--- config.mk ---
export PLATFORM = sky130hd
export DESIGN_NAME = cnn_frame_sequencer_flat
export DESIGN_NICKNAME = d
export VERILOG_FILES = /design/src/rtl/cnn_frame_sequencer_if.sv /design/src/rtl/cnn_frame_sequencer.sv /design/src/flat_wrapper.sv
export SDC_FILE = /design/constraint.sdc
export NUM_CORES = 1
export LEC_CHECK = 0
export CAP_MARGIN = 20
export CORE_MARGIN = 2
export CORE_UTILIZATION = 40
export DETAILED_ROUTE_END_ITERATION = 10
export PLACE_DENSITY = 0.73
export SLEW_MARGIN = 40
export SYNTH_ARGS = -nofsm -noshare
export SYNTH_HDL_FRONTEND = slang
export SYNTH_SLANG_ARGS = --single-unit
export TNS_END_PERCENT = 30
--- constraint.sdc ---
create_clock -name clk -period 6 [get_ports clk]
set_input_delay 1.2 -clock clk [delete_from_list [all_inputs] [get_ports clk]]
set_output_delay 1.2 -clock clk [all_outputs]
set_load 0.01 [all_outputs]
--- src/rtl/cnn_frame_sequencer_if.sv ---
// Handshake bundle between the frame sequencer, its requester,
// the pixel BRAM and the CNN pipeline.
interface cnn_frame_sequencer_if #(
    parameter int ADDR_W = 16
);
    logic              start;
    logic [ADDR_W-1:0] img_base;
    logic [ADDR_W-1:0] bram_addr;
    logic              bram_en;
    logic              pipe_rst_n;
    logic              pipe_valid;
    logic [3:0]        pipe_decision;
    logic              busy;
    logic              done;
    logic [3:0]        decision;
    logic              err_timeout;
    logic [7:0]        frame_count;

    modport master (
        output start, img_base,
        output pipe_valid, pipe_decision,
        input  bram_addr, bram_en, pipe_rst_n,
        input  busy, done, decision,
        input  err_timeout, frame_count
    );

    modport slave (
        input  start, img_base,
        input  pipe_valid, pipe_decision,
        output bram_addr, bram_en, pipe_rst_n,
        output busy, done, decision,
        output err_timeout, frame_count
    );
endinterface

--- src/rtl/cnn_frame_sequencer.sv ---
// Per-frame controller: resets the CNN pipeline, streams one image
// from pixel BRAM, captures the decision, with a drain watchdog.
module cnn_frame_sequencer #(
    parameter int PIX_COUNT    = 784,
    parameter int ADDR_W       = 16,
    parameter int PIPE_RST_CYC = 4,
    parameter int TIMEOUT_CYC  = 4096
) (
    input  logic                  clk,
    input  logic                  rst_n,
    cnn_frame_sequencer_if.slave  bus
);

    localparam int OFF_W = $clog2(PIX_COUNT);
    localparam int TMO_W = $clog2(TIMEOUT_CYC);

    localparam logic [OFF_W-1:0] OFF_LAST =
        OFF_W'(PIX_COUNT - 1);
    localparam logic [TMO_W-1:0] TMO_LAST =
        TMO_W'(TIMEOUT_CYC - 1);
    localparam logic [3:0] PRST_LAST =
        4'(PIPE_RST_CYC - 1);

    typedef enum logic [2:0] {
        IDLE,
        PRST,
        STREAM,
        DRAIN,
        DONE
    } state_t;

    state_t state_q, state_d;

    logic [ADDR_W-1:0] base_q;
    logic [ADDR_W-1:0] addr_q;
    logic [OFF_W-1:0]  off_q;
    logic [TMO_W-1:0]  tmo_q;
    logic [3:0]        prst_q;
    logic              cap_q;
    logic [3:0]        dec_q;
    logic              err_q;
    logic [7:0]        fcnt_q;

    logic              busy;
    logic              done;
    logic              pipe_rst_n;
    logic              bram_en;
    logic [ADDR_W-1:0] bram_addr;
    logic              accept;
    logic              cap_fire;
    logic              tmo_fire;

    always_ff @(posedge clk) begin
        if (!rst_n) begin
            state_q <= IDLE;
        end else begin
            state_q <= state_d;
        end
    end

    always_comb begin
        state_d    = state_q;
        busy       = 1'b1;
        done       = 1'b0;
        pipe_rst_n = 1'b1;
        bram_en    = 1'b0;
        bram_addr  = addr_q;
        accept     = 1'b0;
        cap_fire   = 1'b0;
        tmo_fire   = 1'b0;
        unique case (state_q)
            IDLE: begin
                busy       = 1'b0;
                pipe_rst_n = 1'b0;
                if (bus.start) begin
                    accept  = 1'b1;
                    state_d = PRST;
                end
            end
            PRST: begin
                pipe_rst_n = 1'b0;
                // pixel 0 is fetched here so it lands as reset lifts
                if (prst_q == PRST_LAST) begin
                    bram_en   = 1'b1;
                    bram_addr = base_q;
                    state_d   = STREAM;
                end
            end
            STREAM: begin
                bram_en   = 1'b1;
                bram_addr = base_q + ADDR_W'(off_q);
                cap_fire  = bus.pipe_valid && !cap_q;
                if (off_q == OFF_LAST) begin
                    if (cap_q || cap_fire) begin
                        state_d = DONE;
                    end else begin
                        state_d = DRAIN;
                    end
                end
            end
            DRAIN: begin
                cap_fire = bus.pipe_valid && !cap_q;
                if (cap_fire) begin
                    state_d = DONE;
                end else if (tmo_q == TMO_LAST) begin
                    tmo_fire = 1'b1;
                    state_d  = DONE;
                end
            end
            DONE: begin
                done    = 1'b1;
                state_d = IDLE;
            end
            default: begin
                state_d = IDLE;
            end
        endcase
    end

    always_ff @(posedge clk) begin
        if (!rst_n) begin
            base_q <= '0;
            addr_q <= '0;
            off_q  <= '0;
            tmo_q  <= '0;
            prst_q <= '0;
            cap_q  <= 1'b0;
            dec_q  <= '0;
            err_q  <= 1'b0;
            fcnt_q <= '0;
        end else begin
            if (accept) begin
                base_q <= bus.img_base;
                err_q  <= 1'b0;
                cap_q  <= 1'b0;
            end
            if (state_q == PRST) begin
                prst_q <= prst_q + 4'd1;
            end else begin
                prst_q <= '0;
            end
            if (state_q == STREAM) begin
                off_q <= off_q + OFF_W'(1);
            end else begin
                off_q <= OFF_W'(1);
            end
            if (state_q == DRAIN) begin
                tmo_q <= tmo_q + TMO_W'(1);
            end else begin
                tmo_q <= '0;
            end
            if (bram_en) begin
                addr_q <= bram_addr;
            end
            if (cap_fire) begin
                dec_q <= bus.pipe_decision;
                cap_q <= 1'b1;
            end
            if (tmo_fire) begin
                dec_q <= 4'hF;
                err_q <= 1'b1;
            end
            if (done) begin
                fcnt_q <= fcnt_q + 8'd1;
            end
        end
    end

    assign bus.busy        = busy;
    assign bus.done        = done;
    assign bus.pipe_rst_n  = pipe_rst_n;
    assign bus.bram_en     = bram_en;
    assign bus.bram_addr   = bram_addr;
    assign bus.decision    = dec_q;
    assign bus.err_timeout = err_q;
    assign bus.frame_count = fcnt_q;

endmodule
--- src/flat_wrapper.sv ---
// flat-port wrapper written by rule: the top's interface ports become plain ports
module cnn_frame_sequencer_flat 
#(
    parameter int PIX_COUNT    = 784,
    parameter int ADDR_W       = 16,
    parameter int PIPE_RST_CYC = 4,
    parameter int TIMEOUT_CYC  = 4096
)
  (clk, rst_n, bus_start, bus_img_base, bus_pipe_valid, bus_pipe_decision, bus_bram_addr, bus_bram_en, bus_pipe_rst_n, bus_busy, bus_done, bus_decision, bus_err_timeout, bus_frame_count);
  cnn_frame_sequencer_if #(.ADDR_W(ADDR_W)) bus_i ();
  input  logic clk;
  input  logic rst_n;
  input wire logic [$bits(bus_i.start)-1:0] bus_start;
  input wire logic [$bits(bus_i.img_base)-1:0] bus_img_base;
  input wire logic [$bits(bus_i.pipe_valid)-1:0] bus_pipe_valid;
  input wire logic [$bits(bus_i.pipe_decision)-1:0] bus_pipe_decision;
  output wire logic [$bits(bus_i.bram_addr)-1:0] bus_bram_addr;
  output wire logic [$bits(bus_i.bram_en)-1:0] bus_bram_en;
  output wire logic [$bits(bus_i.pipe_rst_n)-1:0] bus_pipe_rst_n;
  output wire logic [$bits(bus_i.busy)-1:0] bus_busy;
  output wire logic [$bits(bus_i.done)-1:0] bus_done;
  output wire logic [$bits(bus_i.decision)-1:0] bus_decision;
  output wire logic [$bits(bus_i.err_timeout)-1:0] bus_err_timeout;
  output wire logic [$bits(bus_i.frame_count)-1:0] bus_frame_count;
  assign bus_i.start = bus_start;
  assign bus_i.img_base = bus_img_base;
  assign bus_i.pipe_valid = bus_pipe_valid;
  assign bus_i.pipe_decision = bus_pipe_decision;
  assign bus_bram_addr = bus_i.bram_addr;
  assign bus_bram_en = bus_i.bram_en;
  assign bus_pipe_rst_n = bus_i.pipe_rst_n;
  assign bus_busy = bus_i.busy;
  assign bus_done = bus_i.done;
  assign bus_decision = bus_i.decision;
  assign bus_err_timeout = bus_i.err_timeout;
  assign bus_frame_count = bus_i.frame_count;
  cnn_frame_sequencer #(.PIX_COUNT(PIX_COUNT), .ADDR_W(ADDR_W), .PIPE_RST_CYC(PIPE_RST_CYC), .TIMEOUT_CYC(TIMEOUT_CYC)) u_core (.clk(clk), .rst_n(rst_n), .bus(bus_i));
endmodule
Yosys cells after proc, flatten, opt, wreduce, memory -nomap -nowiden
Cells that the tools add are included.
{"block": "word_totals", "input_bits": 24, "reg_bits": 75, "elab_cells": 66}
{"block": "classes", "n_addsub": 5, "n_reduce_logical": 13, "n_mux": 26, "n_eq_ne": 11}
{"op": "one-hot mux 16 bit (2 select lines)", "count": 1}
{"op": "2-to-1 mux 3 bit", "count": 6}
{"op": "adder 16 x 10 -> 16 bit", "count": 1}
{"op": "2-to-1 mux 16 bit", "count": 1}
{"op": "2-to-1 mux 1 bit", "count": 14}
{"op": "adder 12 x 1 -> 12 bit, second input constant", "count": 1}
{"op": "equality test 12 bit, second input constant", "count": 1}
{"op": "one-hot mux 3 bit (4 select lines)", "count": 1}
{"op": "adder 10 x 1 -> 10 bit, second input constant", "count": 1}
{"op": "equality test 10 bit, second input constant", "count": 1}
{"op": "adder 8 x 1 -> 8 bit, second input constant", "count": 1}
{"op": "2-to-1 mux 4 bit", "count": 2}
{"op": "equality test 3 x 2 -> 1 bit, second input constant", "count": 2}
{"op": "AND reduction 2 bit", "count": 3}
{"op": "nonzero test 2 bit", "count": 3}
{"op": "adder 4 x 1 -> 4 bit, second input constant", "count": 1}
{"op": "equality test 4 x 2 -> 1 bit, second input constant", "count": 1}
{"op": "!= test 2 x 1 -> 1 bit, second input constant", "count": 2}
{"op": "AND reduction 4 bit", "count": 1}
{"op": "OR reduction 2 bit", "count": 2}
{"op": "equality test 3 x 1 -> 1 bit, second input constant", "count": 1}
{"op": "equality test 3 bit, second input constant", "count": 1}
{"op": "logical NOT 3 bit", "count": 1}
{"op": "!= test 3 x 1 -> 1 bit, second input constant", "count": 1}
{"op": "other kinds (5)", "count": 5}

Logic depth before layout (Yosys ltp)
Gate-level depths: netlist of the first run.
{"block": "logic_depth", "depth_word": 6, "mapped_depth": 9, "mapped_depth_nobuf": 8}

Worst setup path before layout of the first run
OpenSTA, ideal clock, no wires.
{"block": "synth_path", "kind": "register to output", "from": "reg u_core.off_q[0]", "to": "out bus_bram_addr[10]", "arrival_ps": 2236, "required_time_ps": 4800, "path_stages_with_launch": 9, "setup_slack_ps": 2564, "cell_sequence": "dfxtp_1 -> ha_1 -> fa_1 -> a21oi_1 -> o21ai_0 -> and3_1 -> or2_1 -> and3_1 -> or3_1"}
{"block": "synth_between", "elab_chain_len": 2}
{"element": "start: declaration", "line": "cnn_frame_sequencer.sv:36", "rtl": "logic [OFF_W-1:0] off_q;"}
{"element": "start signal: assignment", "line": "cnn_frame_sequencer.sv:143", "rtl": "off_q <= off_q + OFF_W'(1);"}
{"element": "adder 16 x 10 -> 16 bit", "line": "cnn_frame_sequencer.sv:91", "rtl": "bram_addr = base_q + ADDR_W'(off_q);"}
{"element": "one-hot mux 16 bit (2 select lines)", "line": "cnn_frame_sequencer.sv:71", "rtl": "unique case (state_q)"}
{"element": "end: declaration", "line": "flat_wrapper.sv:17", "rtl": "output wire logic [$bits(bus_i.bram_addr)-1:0] bus_bram_addr;"}
Every way passes these cells.

Worst setup path after layout of the first run
Same ends and word-level chain as after synthesis.

==> flow_summary_export.csv, run 1 <==
group,metric,value,unit
run,cap_viol_max_count,0,
clock_network,cts_htree_levels,3,
clock_network,cts_buffers,9,
timing,worstMarginPinSlew,0.7411,ns
hold_path,holdPathStages,1,
finish,drive_above_1_share,5.383,%
clock_network,clk_pin_slew,0.08,ns
power,p_leak,0.001757,uW
global_route,overflow,0,
timing,final_hold_viol_count,0,
finish,final_util,51.20,%
route,via_per_inst,5.465,
hold_path,hp-start,"u_core.tmo_q[0]",
route,wire_per_inst,14.55,microns
timing,rsz0062_at_grt,"no",
timing,min_period,4.464,ns
clock_network,cts_buffer_depth,2,
floorplanning,io_pins,57,
yosys,ys.warnings.count,0,
clock_network,clk_latency,0.36,ns
placement,hpwl,5979,microns
worst_setup_path,r2r_start,"u_core.off_q[0]",
timing,max_freq,224.0,MHz
global_route,grt_start_max_net_pins,26,
floorplanning,rows,34,
timing,final-setup-viol-count,0,
clock_network,cts_root_buffer,"clkbuf_8",
yosys,syn_inst,428,
floorplanning,fp.dieW,99.11,microns
floorplanning,die_y,99.11,microns
timing,tns,0,ns
placement,port_buffers,56,
worst_setup_path,arrival,3.26,ns
worst_setup_path,end_kind,"output pin",
global_route,grt_pass1_vias,3057,
worst_setup_path,crit_fanout,4,
yosys,async_reset_ff_share,0,%
worst_setup_path,critPathLaunchType,"flop",
yosys,syn_avg_cell_area,8.454,sq um
clock_network,post_cts_resized,0,
yosys,synth_cell_types,52,
route,drc,0,
yosys,synth-seq-cells,75,
worst_setup_path,cp.required,4.80,ns
worst_setup_path,r2r_cells,8,
yosys,synthFlopType,"dfxtp_1",
clock_network,cts_tree,"done",
worst_setup_path,cp-startpoint,"u_core.off_q[0]",
yosys,synth_nets,467,
clock_network,ctsHoldBuffers,0,
route,drtPass1Iterations,5,
floorplanning,start_util,41.29,%
timing,maxSlewHeadroom,50.59,%
global_route,grt_pass1_wl,14170,microns
timing,fin_crit_sh,74.41,%
clock_network,cts.sinks,75,
finish,diodes,0,
floorplanning,die_area,9823,sq um
hold_path,worst_hold_path_type,"reg2reg",
power,power.density,340.7,nW/um^2
global_route,grt_use_total,17.95,%
global_route,antenna_found_initial,0,
status,outcome,"finished clean",
route,wirelength,8597,microns
yosys,synth_area,3618,sq um
route,drt_iter0_markers,198,
finish,layout-area-overhead-vs-synth,24.00,%
worst_setup_path,critPathKind,"reg2out",
clock_network,cts_setup_buffers,0,
finish,fin_nets,517,
yosys,yosysSeqAreaShare,41.49,%
yosys,synth-edff-count,0,
timing,fin_skew,0.01079,ns
route,drtAntennaViolNets,0,
finish,n_fill_cell,804,
timing,slew_viol_final,0,
floorplanning,design.core.area,8763,sq um
power,ir_drop,161.0,uV
route,routed-via-count,3230,
placement,gp_congestion,0.9137,
## layout make-up
type / instances / area, sq um / area share (%)
Inverter: 14 / 52.55 / 1.171
Multi-Input combinational cell: 320 / 1981 / 44.14
Clock inverter: 5 / 100.1 / 2.231
Sequential cell: 75 / 1501 / 33.46
Tap cell: 108 / 135.1 / 3.012
Clock buffer: 11 / 141.4 / 3.151
Timing Repair Buffer: 58 / 575.6 / 12.83
## sequential cells by signal (all words and copies together) (netlist names)
signal and count:
u_core.state_q 3, u_core.tmo_q 12, u_core.addr_q 16, u_core.prst_q 4, u_core.base_q 16, u_core.bus.decision 4, u_core.off_q 10, u_core.cap_q 1
u_core.bus.frame_count 8, u_core.bus.err_timeout 1
## report_power, final
part           leakage, uW  switching, uW  internal (uW)
combinational      0.00103            247            196
sequential        0.000608           56.5            555
clock             0.000123            188            287
## logic make-up (layout without fill, tap and decap cells)
kind of cell / Yosys count / after routing / synth area share (%)
DFF: 75 / 75 / 41.49
AOI/OAI and AO/OA: 89 / 89 / 16.11
buffers and inverters: 33 / 88 / 3.907
adders and majority gates: 15 / 15 / 5.394
muxes: 7 / 7 / 1.936
and+or+nand+nor: 177 / 177 / 23.41
xor gates and xnor gates: 32 / 32 / 7.746
## path summary, 6_finish.rpt
check | to | slack [ns]
max | bus_bram_addr[10] | 1.54
min | u_core.tmo_q[0] | 0.45
max reg2reg | u_core.addr_q[10] | 3.54
min reg2reg | u_core.tmo_q[0] | 0.45
## through the flow
step	cells	setup WS, ns	hold slack [ns]	power (uW)	area, sq um
finish	591	1.536	0.4481	1529	4487
global route	591	1.383	0.4745	1617	4487
CTS	591	1.536	0.4533	1536	4482
detailed placement	575	1.932	0.4372	1060	4240
global placement	575	1.974	0.4289	1051	4240
floorplan	428	2.564	0.4175	893.0	3618
## placed cells by master (no fill, tap or decap), types with 4 or more instances in the layout
| master | netlist | final |
|---|---|---|
| nand2_1 | 55 | 55 |
| a21o_1 | 4 | 4 |
| nor3_1 | 4 | 4 |
| o211ai_1 | 4 | 4 |
| ha_1 | 14 | 14 |
| o21ai_0 | 12 | 12 |
| mux2i_1 | 7 | 7 |
| a222oi_1 | 5 | 5 |
| dfxtp_1 | 75 | 75 |
| inv_1 | 14 | 14 |
| clkdlybuf4s50_1 | 0 | 56 |
| nand4_1 | 5 | 5 |
| and3_1 | 14 | 14 |
| a22oi_1 | 5 | 5 |
| xor2_1 | 19 | 19 |
| a21oi_1 | 36 | 36 |
| nand3_1 | 26 | 25 |
| xnor2_1 | 13 | 13 |
| nor2b_1 | 5 | 5 |
| clkbuf_8 | 0 | 10 |
| a31oi_1 | 4 | 4 |
| and2_1 | 6 | 6 |
| nor2_1 | 44 | 44 |
## critical path, cell delays in order (launching register included)
cell and delay (ns):
dfxtp_1 0.34, ha_1 0.25, fa_1 0.41, a21oi_1 0.20
o21ai_0 0.16, and3_1 0.24, or2_1 0.26, and3_1 0.20
or3_1 0.37, clkdlybuf4s50_1 0.48
## cells in the mapped netlist (all sizes together) (3+ instances only)
master	instances	area, sq um
mux2i	7	70.07
dfxtp	75	1501
nor2b	5	31.28
a22oi	5	37.54
inv	14	52.55
or3	3	18.77
nand3	26	130.1
buf	7	43.79
and2	6	37.54
or4	4	33.78
nand4	6	43.79
xnor2	13	113.9
a21oi	37	188.9
nand2	56	212.7
nand2b	3	18.77
ha	14	175.2
and3	14	87.58
a21o	4	30.03
o21ai	13	65.06
nor3	4	20.02
a31oi	5	37.53
a222oi	5	50.05
clkbuf	12	45.04
nor2	44	165.2
xor2	19	166.4
o211ai	4	30.03
## layer usage
layer  GRT usage [%]  wire length (microns)  vias to the layer above
met2           29.68                   4060                       86
met1           22.22                   3817                     1529
met3           5.411                    600                       13
met4           6.428                    119                        0
li1                -                      -                     1602
met5               0                      0                        -
(Power assumes the default switching activity.)
==> inputs of run 2 (changes only) <==
Settings changed: PLACE_DENSITY 0.73 to 0.76.
Clock period 6 ns to 3.8 ns, I/O delays scaled along.
==> run 2 against run 1 <==
Against the previous run:
- cell area rose by 1.3%
- core utilization rose by 0.66 points
- sequential share of layout area is 0.42 points lower
- critical path type unchanged
- flip-flop and latch count did not move
- worst setup slack got worse by 1.4 ns
- non-clock buffer count up 1
- combinational power is 59% higher
- worst hold slack about the same
- global-route usage fell by 0.12 points
- clock skew fell by 0.0036 ns
- critical path depth is 1 lower
- clock power is 60% higher
==> flow_summary_export.csv, run 2 (synthesized netlist as in run 1, its figures left out) <==
group,metric,value,unit
global_route,grt_start_max_net_pins,42,
timing,worstMarginPinSlew,0.8030,ns
finish,mostFrequentLayoutCells,"75 x dfxtp_1, 55 x nand2_1, 55 x clkdlybuf4s50_1",
worst_setup_path,cp.required,3.04,ns
power,p_leak,0.001799,uW
clock_network,clk_latency,0.35,ns
clock_network,cts.sinks,75,
worst_setup_path,critPathKind,"reg2out",
clock_network,cts_setup_buffers,0,
placement,port_buffers,56,
finish,largestRegisters,"u_core.addr_q (16), u_core.base_q (16), u_core.tmo_q (12)",
timing,fin_skew,0.007164,ns
power,ir_drop,449.2,uV
floorplanning,die_y,99.11,microns
status,outcome,"finished clean",
clock_network,ctsHoldBuffers,0,
global_route,overflow,0,
timing,fin_crit_sh,97.27,%
hold_path,worst_hold_path_type,"reg2reg",
global_route,grt_pass1_vias,3050,
placement,placed_area,4248,sq um
floorplanning,io_pins,57,
global_route,antenna_found_initial,0,
placement,hpwl,5962,microns
timing,min_period,3.696,ns
route,drt_iter0_markers,186,
floorplanning,design.core.area,8763,sq um
timing,fin_hold_ws,0.4482,ns
route,drtAntennaViolNets,0,
timing,final-setup-viol-count,0,
floorplanning,die_area,9823,sq um
clock_network,cts_buffer_depth,2,
floorplanning,rows,34,
route,drtPass1Iterations,4,
route,wirelength,8640,microns
finish,layout-area-overhead-vs-synth,25.59,%
clock_network,cts_tree,"done",
worst_setup_path,arrival,2.94,ns
timing,slew_viol_final,0,
route,routed-via-count,3165,
finish,diodes,0,
timing,final_hold_viol_count,0,
finish,final_cell_area,4544,sq um
route,via_per_inst,5.346,
placement,gp_congestion,0.8641,
run,cap_viol_max_count,0,
global_route,met3_usage,5.552,%
clock_network,cts_root_buffer,"clkbuf_8",
clock_network,cts_buffers,9,
route,drc,0,
route,wire_per_inst,14.59,microns
power,power.density,534.3,nW/um^2
worst_setup_path,end_kind,"output pin",
clock_network,cts_htree_levels,3,
clock_network,clk_pin_slew,0.08,ns
global_route,grt_pass1_wl,14070,microns
worst_setup_path,critPathLaunchType,"flop",
floorplanning,start_util,41.29,%
timing,rsz0062_at_grt,"yes",
global_route,grtUsageMet2,29.26,%
timing,maxSlewHeadroom,46.32,%
timing,max_freq,270.5,MHz
worst_setup_path,crit_fanout,6,
finish,fin_nets,518,
global_route,grt_use_total,17.82,%
global_route,grt_busiest_layer,"met2",
global_route,grt_util_met1,22.71,%
finish,final_common_cell,"dfxtp_1",
floorplanning,fp.dieW,99.11,microns
finish,drive_above_1_share,7.025,%
==> run 2: worst paths after layout <==
check | startpoint | slack, ns | cells past startpoint | to
worst max-delay path | u_core.off_q[4] | 0.10 | 8 | bus_bram_addr[11]
worst min register to register | u_core.tmo_q[0] | 0.45 | 1 | u_core.tmo_q[0]
worst min-delay path | u_core.tmo_q[0] | 0.45 | 1 | u_core.tmo_q[0]
worst max register to register | u_core.off_q[4] | 1.49 | 7 | u_core.addr_q[10]
==> run 2: per-stage QoR <==
step / power, uW / utilization [%] / std cells / worst slack [ns] / TNS (ns)
final: 2428 / 51.86 / 592 / 0.1036 / 0
after floorplan: 1410 / - / 428 / 0.8044 / 0
after global routing: 2561 / 51.86 / 592 / -0.03274 / -0.03928
after detailed placement: 1676 / 48.47 / 576 / 0.2021 / 0
after global placement: 1656 / 48.47 / 576 / 0.2323 / 0
after CTS: 2441 / 51.37 / 592 / -0.02911 / -0.02911
==> run 2: area by class of cell <==
type	count	area (sq um)
Fill cell	839	4219
Inverter	14	52.55
Clock buffer	10	137.6
Clock inverter	6	111.4
Sequential cell	75	1501
Timing Repair Buffer	59	581.8
Tap cell	108	135.1
Multi-Input combinational cell	320	2024
==> run 2: power breakdown <==
| group | total [uW] | leakage (uW) | switching (uW) | internal [uW] |
|---|---|---|---|---|
| Combinational | 702 | 0.00107 | 390 | 313 |
| Clock | 759 | 0.000123 | 304 | 455 |
| Sequential | 967 | 0.000608 | 90.1 | 877 |
| Total | 2430 | 0.00180 | 784 | 1640 |
==> run 2: repair_timing <==
item | in CTS | in global routing
cloned | 0 | 0
setup endpoints to repair | 3 | 11
gates resized for setup | 3 | 9
pin swaps | 0 | 3
==> run 2: worst max-delay path, cell delays in order, from the launching register on <==
cell and delay (ns):
dfxtp_1 0.36, ha_1 0.36, nand2_2 0.10, o311ai_4 0.34, a31oi_4 0.17, or4_1 0.48
nand4_1 0.13, o21a_1 0.12, clkdlybuf4s50_1 0.52
==> run 2: per-layer routing <==
| layer | part of all wire (%) | routed length (microns) |
|---|---|---|
| met5 | 0 | 0 |
| met4 | 1.1 | 97 |
| met3 | 4.8 | 416 |
| met2 | 49 | 4254 |
| met1 | 45 | 3872 |
